### src/rtl/pwm_poly_synth.sv
// rtl/pwm_poly_synth.sv - polyphonic square-wave synth with per-voice ADSR envelopes and complementary PWM output
// Optional build macro: PWM_POLY_SYNTH_STATUS_EN adds the registered voice_active status output.
module pwm_poly_synth #(
  parameter int NUM_VOICES = 2,
  parameter int FREQ_W     = 12,
  parameter int ACC_W      = 16,
  parameter int ENV_W      = 8,
  parameter int PRESC      = 256,
  parameter int SUS_UNIT   = 64
) (
  input  logic                         clk,
  input  logic                         reset,
  input  logic [NUM_VOICES*FREQ_W-1:0] freq,
  input  logic [NUM_VOICES-1:0]        trigger,
  input  logic                         loop,
  input  logic                         adsr_switch,
  input  logic [2:0]                   adsr_choice,
  input  logic [2:0]                   note_length,
`ifdef PWM_POLY_SYNTH_STATUS_EN
  output logic [NUM_VOICES-1:0]        voice_active,
`endif
  output logic                         pwm_out,
  output logic                         pwm_out_n
);

  localparam int LOG2_NV = $clog2(NUM_VOICES);
  localparam int SUM_W   = ENV_W + LOG2_NV;
  localparam int PRE_W   = (PRESC > 1) ? $clog2(PRESC) : 1;
  localparam int SUS_W   = $clog2(8 * SUS_UNIT + 1);

  localparam logic [ENV_W-1:0] ENV_MAX = {ENV_W{1'b1}};
  localparam logic [ENV_W-1:0] SUS_LVL = ENV_W'(1) << (ENV_W - 1);

  localparam logic [2:0] S_IDLE    = 3'd0;
  localparam logic [2:0] S_ATTACK  = 3'd1;
  localparam logic [2:0] S_DECAY   = 3'd2;
  localparam logic [2:0] S_SUSTAIN = 3'd3;
  localparam logic [2:0] S_RELEASE = 3'd4;

  // One extra bit so envelope arithmetic can see past ENV_MAX before clamping
  typedef logic [ENV_W:0] ext_t;

  logic [NUM_VOICES-1:0] trig_s1, trig_s2, trig_s3, trig_pulse;
  logic [PRE_W-1:0]      presc_cnt;
  logic                  env_tick;
  logic [ACC_W-1:0]      phase   [NUM_VOICES];
  logic [2:0]            state   [NUM_VOICES];
  logic [ENV_W-1:0]      env     [NUM_VOICES];
  logic [SUS_W-1:0]      sus_cnt [NUM_VOICES];
  logic [ENV_W-1:0]      sample  [NUM_VOICES];
  ext_t                  atk_step, dec_step;
  logic [SUS_W-1:0]      sus_target;
  logic [SUM_W-1:0]      sum;
  logic [ENV_W-1:0]      mix, pcnt, duty;

  // Pad triggers: two flops against metastability, a third to find the rising edge
  always_ff @(posedge clk or negedge reset) begin
    if (!reset) begin
      trig_s1 <= '0;
      trig_s2 <= '0;
      trig_s3 <= '0;
    end else begin
      trig_s1 <= trigger;
      trig_s2 <= trig_s1;
      trig_s3 <= trig_s2;
    end
  end

  assign trig_pulse = trig_s2 & ~trig_s3;

  // Shared envelope prescaler; env_tick marks the last count of each period
  always_ff @(posedge clk or negedge reset) begin
    if (!reset) presc_cnt <= '0;
    else if (env_tick) presc_cnt <= '0;
    else presc_cnt <= presc_cnt + 1'b1;
  end

  assign env_tick = (presc_cnt == PRE_W'(PRESC - 1));

  // Phase accumulators; the MSB is the square wave
  always_ff @(posedge clk or negedge reset) begin
    if (!reset) begin
      for (int v = 0; v < NUM_VOICES; v++) phase[v] <= '0;
    end else begin
      for (int v = 0; v < NUM_VOICES; v++)
        phase[v] <= phase[v] + ACC_W'(freq[v*FREQ_W +: FREQ_W]);
    end
  end

  assign atk_step   = ext_t'(1) << adsr_choice[1:0];
  assign dec_step   = adsr_choice[2] ? ext_t'(4) : ext_t'(1);
  assign sus_target = SUS_W'((32'(note_length) + 1) * SUS_UNIT);

  // Per-voice ADSR; a trigger restarts ATTACK from the present level and beats a same-cycle tick
  always_ff @(posedge clk or negedge reset) begin
    if (!reset) begin
      for (int v = 0; v < NUM_VOICES; v++) begin
        state[v]   <= S_IDLE;
        env[v]     <= '0;
        sus_cnt[v] <= '0;
      end
    end else begin
      for (int v = 0; v < NUM_VOICES; v++) begin
        if (trig_pulse[v]) begin
          state[v]   <= S_ATTACK;
          sus_cnt[v] <= '0;
        end else if (env_tick) begin
          case (state[v])
            S_IDLE: env[v] <= '0;
            S_ATTACK:
              if (ext_t'(env[v]) + atk_step >= ext_t'(ENV_MAX)) begin
                env[v]   <= ENV_MAX;
                state[v] <= S_DECAY;
              end else begin
                env[v] <= env[v] + atk_step[ENV_W-1:0];
              end
            S_DECAY:
              if (ext_t'(env[v]) <= ext_t'(SUS_LVL) + dec_step) begin
                env[v]     <= SUS_LVL;
                state[v]   <= S_SUSTAIN;
                sus_cnt[v] <= '0;
              end else begin
                env[v] <= env[v] - dec_step[ENV_W-1:0];
              end
            S_SUSTAIN:
              if (sus_cnt[v] + 1'b1 >= sus_target) begin
                state[v]   <= S_RELEASE;
                sus_cnt[v] <= '0;
              end else begin
                sus_cnt[v] <= sus_cnt[v] + 1'b1;
              end
            S_RELEASE:
              if (ext_t'(env[v]) <= dec_step) begin
                env[v]   <= '0;
                state[v] <= loop ? S_ATTACK : S_IDLE;
              end else begin
                env[v] <= env[v] - dec_step[ENV_W-1:0];
              end
            default: begin
              env[v]   <= '0;
              state[v] <= S_IDLE;
            end
          endcase
        end
      end
    end
  end

  // Gate each voice's amplitude by its square wave and average the voices
  always_comb begin
    sum = '0;
    for (int v = 0; v < NUM_VOICES; v++) begin
      if (!phase[v][ACC_W-1]) sample[v] = '0;
      else if (adsr_switch) sample[v] = env[v];
      else sample[v] = (state[v] != S_IDLE) ? ENV_MAX : '0;
      sum = sum + SUM_W'(sample[v]);
    end
  end

  assign mix = ENV_W'(sum >> LOG2_NV);

  // PWM: duty only reloads at the period boundary so a mid-period mix change cannot glitch
  always_ff @(posedge clk or negedge reset) begin
    if (!reset) begin
      pcnt      <= '0;
      duty      <= '0;
      pwm_out   <= 1'b0;
      pwm_out_n <= 1'b1;
    end else begin
      pcnt      <= pcnt + 1'b1;
      if (pcnt == ENV_MAX) duty <= mix;
      pwm_out   <= (pcnt < duty);
      pwm_out_n <= !(pcnt < duty);
    end
  end

`ifdef PWM_POLY_SYNTH_STATUS_EN
  // Registered per-voice busy flags
  always_ff @(posedge clk or negedge reset) begin
    if (!reset) voice_active <= '0;
    else for (int v = 0; v < NUM_VOICES; v++) voice_active[v] <= (state[v] != S_IDLE);
  end
`endif

endmodule
### config.mk
export PLATFORM = sky130hd
export DESIGN_NAME = pwm_poly_synth
export DESIGN_NICKNAME = d
export VERILOG_FILES = /design/src/rtl/pwm_poly_synth.sv
export SDC_FILE = /design/constraint.sdc
export NUM_CORES = 1
export LEC_CHECK = 0
export CAP_MARGIN = 25
export CELL_PAD_IN_SITES_DETAIL_PLACEMENT = 1
export CELL_PAD_IN_SITES_GLOBAL_PLACEMENT = 1
export CORE_ASPECT_RATIO = 0.6
export CORE_MARGIN = 1.5
export CORE_UTILIZATION = 40
export CTS_BUF_LIST = sky130_fd_sc_hd__clkbuf_8 sky130_fd_sc_hd__clkbuf_16
export CTS_CLUSTER_SIZE = 8
export DETAILED_ROUTE_END_ITERATION = 7
export HOLD_SLACK_MARGIN = 0.08
export MAX_ROUTING_LAYER = met4
export PLACE_DENSITY_LB_ADDON = 0.1
export SYNTH_ARGS = -nofsm -noshare
export SYNTH_HDL_FRONTEND = slang
export SYNTH_SLANG_ARGS = --single-unit
### constraint.sdc
create_clock -name clk -period 4 [get_ports clk]
set_input_delay 0.4 -clock clk [delete_from_list [all_inputs] [get_ports clk]]
set_output_delay 0.4 -clock clk [all_outputs]
set_load 0.03 [all_outputs]
; ---- Word level (Yosys, flattened, before mapping)
; Cells that the tools add are included.
[totals]
ff_bits = 106
out_inout_bits = 2
word_cells = 123
[op_classes]
add_sub_neg = 15
order_cmp = 9
n_eq_ne = 20
shifts = 1
mux = 41
n_bitwise = 6
n_reduce_logical = 15
[op_table]
columns = cell, n
row1 = $mux 8, 13
row2 = $mux 10, 8
row3 = $pmux 8 s4, 2
row4 = $pmux 10 s2, 2
row5 = $mux 3, 13
row6 = $add 16x12->16, 2
row7 = $pmux 3 s5, 2
row8 = $ne 3x3->1 const B, 8
row9 = $add 10x1->10 const B, 2
row10 = $ge 10x10->1, 2
row11 = $add 8x9->9, 2
row12 = $ge 9x8->1 const B, 2
row13 = $le 8x9->1, 2
row14 = $add 8x1->8 const B, 2
row15 = $add 8x8->8, 2
row16 = $eq 8x8->1 const B, 2
row17 = $le 8x3->1, 2
row18 = $sub 8x3->8, 2
row19 = $eq 3x2->1 const B, 4
row20 = $reduce_and 3->1, 4
row21 = $reduce_and 6->1, 2
row22 = $reduce_bool 3->1, 4
row23 = $add 8x3->9 const A, 1
row24 = $add 8x8->9, 1
row25 = 13 further kinds, 21

; ---- Longest topological paths before layout
[logic_depth]
ltp_word = 7
mapped_depth = 13

; ---- Worst setup path after synthesis
; Ideal clock, no wire load.
[synth_timing]
kind = reg-to-reg
startpoint = register sus_cnt[0] (netlist name)
endpoint = register sus_cnt[5] (netlist name)
setup_time_ns = 0.110
arrival_ns = 2.875
required_ns = 3.890
setup_slack_ns = 1.015
path_stages_with_launch = 13
path_cell_list = dfrtp_1 > ha_1 > and3_1 > and3_1 > xnor2_1 > ha_1 > nand3_1 > nor3b_1 > a2111oi_1 > o211ai_1 > or2_0 > clkbuf_1 > o41ai_1
[synth_between]
elab_chain_len = 6
[synth_lines]
columns = element, line_no
row1 = "start, declared", 49  ; logic [SUS_W-1:0] sus_cnt [NUM_VOICES];
row2 = "start signal, assigned by index", 130  ; sus_cnt[v] <= sus_cnt[v] + 1'b1;
row3 = $add 10x1->10 *, "126, 130"
row4 = $ge 10x10->1, 126  ; if (sus_cnt[v] + 1'b1 >= sus_target) begin
row5 = $mux 10 *, 126
row6 = $pmux 10 s2 *, 108  ; case (state[v])
row7 = $mux 10 *, 107  ; end else if (env_tick) begin
row8 = $mux 10 *, 104  ; if (trig_pulse[v]) begin
; Every way passes the cells marked *; elsewhere a longest branch is shown, timed or not. The select of a mux whose other input is x is not followed.
; A chain may end at the register's enable or synchronous reset.

; ---- Final worst setup path
[layout_timing]
startpoint = input adsr_choice[0]
endpoint = register state[0] (netlist name)
[layout_between]
elab_chain_len = 5
[layout_lines]
columns = element, line_no
row1 = "start, declared", 17  ; input logic [2:0] adsr_choice,
row2 = $shl 1x2->9, 90  ; assign atk_step = ext_t'(1) << adsr_choice[1:0];
row3 = $add 8x9->9, 111  ; if (ext_t'(env[v]) + atk_step >= ext_t'(ENV_MAX)) begin
row4 = $ge 9x8->1, 111
row5 = $ne 3x3->1 (no source line), --
row6 = $reduce_and 6->1 (no source line), --
row7 = "end signal, assigned by index", 135  ; state[v] <= loop ? S_ATTACK : S_IDLE;
row8 = "end, declared", 47  ; logic [2:0] state [NUM_VOICES];
; Every way passes these cells.

==> metrics <==
outcome=completed; Synth Register Bits=106; post-layout min period=3.42 ns; worst hold margin=0.102 ns; placed cell count=between 1000 and 1500; worst rel slew slack=50.1%; Hold Path Class=input pin to asynchronous set/reset pin; Clock Path Buffers=2; mean area per synthesized cell=8.80 um^2; clock latency at the later pin of the worst-skew pair=0.36 ns; Die W=roughly 180 um; sequential fraction of the synthesis area=35.6%; # resized after CTS=0; worst slew pin tran=roughly 0.75 ns; Syn-to-layout area delta=12.4%; cell depth of the worst flop-to-flop path=12; Post-CTS Hold Buffers=0; Post-Syn Instances=846; Max Slew Vio Count=0; Final period util=85.6%; largest net degree at the start of global routing=56; peak supply drop=roughly 0.00025 V; Syn Std Cell Area=0.00745 mm^2; grt total ovfl=0; I/O pins=38; via count=roughly 6300; wire length on met1=10400 um; top cell type's share of synthesized area=35.3%; Post-route DRC=0; first-pass GRT wire length=33000 um; r2r setup slk=0.64 ns; nets=985; Worst-path clk slew=about 0.070 ns; leakage=3.76 nW; number of global-route vias before repair=6386; setup TNS=0 ns; crit path buf inv count=1; CTS Sinks=106; Row Count=38; Unique masters post-synth=77; # port buffers=37; Starting Density=just over 40%; DR top layer=met4; Core Footprint=0.0182 mm^2; crit-path cells=clkdlybuf4s50_1 > nor2_1 > ha_1 > ha_1 > nor2_1 > o211ai_1 > a211oi_1 > nor4_1 > nand3_1 > o21ai_1 > o221a_2 > o21ai_0; die height=109 um; WP data required=~4.2 ns; Worst Path Arrival=3.66 ns; unrepaired setup endpoints after global routing=false; area leader, netlist=dfrtp_1; FF-to-FF End=sus_cnt[14]$_DFFE_PN0P_; wire per inst=approximately 18 um; Root Driver=clkbuf_16; Max-cap violations=0; synth cell count leaders=105 x dfrtp_1, 88 x o21ai_0, 65 x ha_1, 65 x nand2_1, 64 x nor2_1; asr flop ratio synth=100%; # diodes=0; CTS tree=yes; Fmax achieved=292 MHz; critical path's top delay family=compound AO/OA/AOI/OAI gates; TritonRoute pass-1 iters=8; crit path capture type=flip-flop; Layout Cells excl Fill=1125; syn_nets=between 900 and 1000; Met3 Routed Length=923 um; largest cells by area after synthesis=dfrtp_1 35%, ha_1 11%, o21ai_0 5.9%, xnor2_1 5.5%, a21oi_1 4.2%; Post-synth EDFFs=0; setup bufs post-CTS=0; gp weighted congestion=0.919; WS Path Type=input pin to flip-flop; worst r2r src=sus_cnt[12]$_DFFE_PN0P_; critical path launch point=adsr_choice[0]; Hold Vio Cnt, Final=0; crit-path max FO=11; PwrDens=448 mW/mm^2; Detailed Route WL=19900 um; Startpoint Class=input pin; final setup fails=0; clk_skew=0.0133 ns; total track usage=22.4%; initial DRC count=roughly 320; Crit path largest cell delay=0.59 ns; Routed Antenna Nets=0; number of buffers created by CTS=9; count leader, synth=dfrtp_1; DR WL met2=8420 um; CP max stage cell=clkdlybuf4s50_1; HPWL after DPL=15500 um; die area=0.0195 mm^2; yosys warns=0; share of cells above drive strength 1=under 10%; initial antenna violation count=0; H-tree levels=3; Main synth FF type=dfrtp_1; vias per cell=5.61
==> report_power, final <==
group,internal (mW),switching (mW)
clock network,0.499,0.412
logic,0.685,0.810
registers,1.26,0.0892
total,2.44,1.31
==> worst reg2reg max path, cell delays in order, from the launching register on <==
cell      delay (ns)
dfrtp_1         0.42
nand3_1         0.17
nor2_1          0.24
and3_1          0.28
nand3_1         0.18
xnor2_1         0.18
ha_1            0.19
nor3_1          0.33
o311ai_0        0.20
and3_1          0.35
nor2_1          0.48
nand2_1         0.09
o21ai_0         0.16
==> flip-flops by register name, indices dropped and copies added (netlist names) <==
register and cells:
pcnt 8, env 16, state 6, trig_s3 2
pwm_out 1, presc_cnt 8, phase 32, duty 8
sus_cnt 20, trig_s1 2, trig_s2 2, pwm_out_n 1
==> stage by stage <==
stage | utilization, % | setup slack, ns | area [um^2] | power [mW]
2_1_floorplan | - | 1.01 | 7450 | 2.47
3_3_place_gp | 44.5 | 0.510 | 8080 | 2.77
3_5_place_dp | 44.5 | 0.310 | 8080 | 2.87
4_1_cts | 46.1 | 0.581 | 8370 | 3.80
5_1_grt | 46.1 | 0.234 | 8370 | 4.05
6_report | 46.1 | 0.578 | 8370 | 3.75
==> final cells by class <==
cell class,instances,area (um^2)
fillers,2162,9790
multi-input cells,658,4460
flip-flops and latches,106,2650
repair buffers,47,443
well taps,240,300
clock buffers,10,239
inverters,59,221
clock inverters,5,53.8
==> routing by layer <==
metal | up-vias | GRT usage (%)
met2 | 126 | 32.6
met3 | 16 | 4.60
met1 | 3084 | 32.3
li1 | 3090 | -
met5 | - | -
met4 | 0 | 3.90
==> worst max path at each step <==
| stage | depth (start not counted) | endpoint |
|---|---|---|
| 5_1_grt | 12 | sus_cnt[14]$_DFFE_PN0P_ |
| 6_report | 12 | state[0]$_DFFE_PN0P_ |
| 3_3_place_gp | 12 | state[0]$_DFFE_PN0P_ |
| 2_1_floorplan | 12 | sus_cnt[5]$_DFFE_PN0P_ |
| 3_5_place_dp | 12 | state[0]$_DFFE_PN0P_ |
| 4_1_cts | 12 | sus_cnt[14]$_DFFE_PN0P_ |
==> placed cells by master, fill, tap and decap left out, types with 6 or more instances in the layout <==
cell type          n
o21a_1             9
xor2_1            15
buf_4             11
clkdlybuf4s50_1   36
xnor2_1           47
dfrtp_1          105
a21o_1            10
nand2_1           65
o21ai_0           88
nor2_1            64
nor3_1            15
o31ai_1            9
nor2b_1           18
a21boi_0           6
nand3_1           34
and3_1            12
inv_1             59
clkbuf_16          9
a21oi_1           63
o221ai_1           8
a31oi_1            6
nand2b_1          25
ha_1              65
o211ai_1           6
==> logic make-up after synthesis <==
logic type / count (synthesis) / share of synthesized area (%)
flops: 106 / 35.6
xor+xnor: 62 / 7.29
fa+ha+maj: 69 / 11.9
compound gates: 251 / 21.5
simple gates: 269 / 18.3
mux: 7 / 0.974
buf+inv: 82 / 4.47
Note: power is estimated with default switching activity, not from simulation.
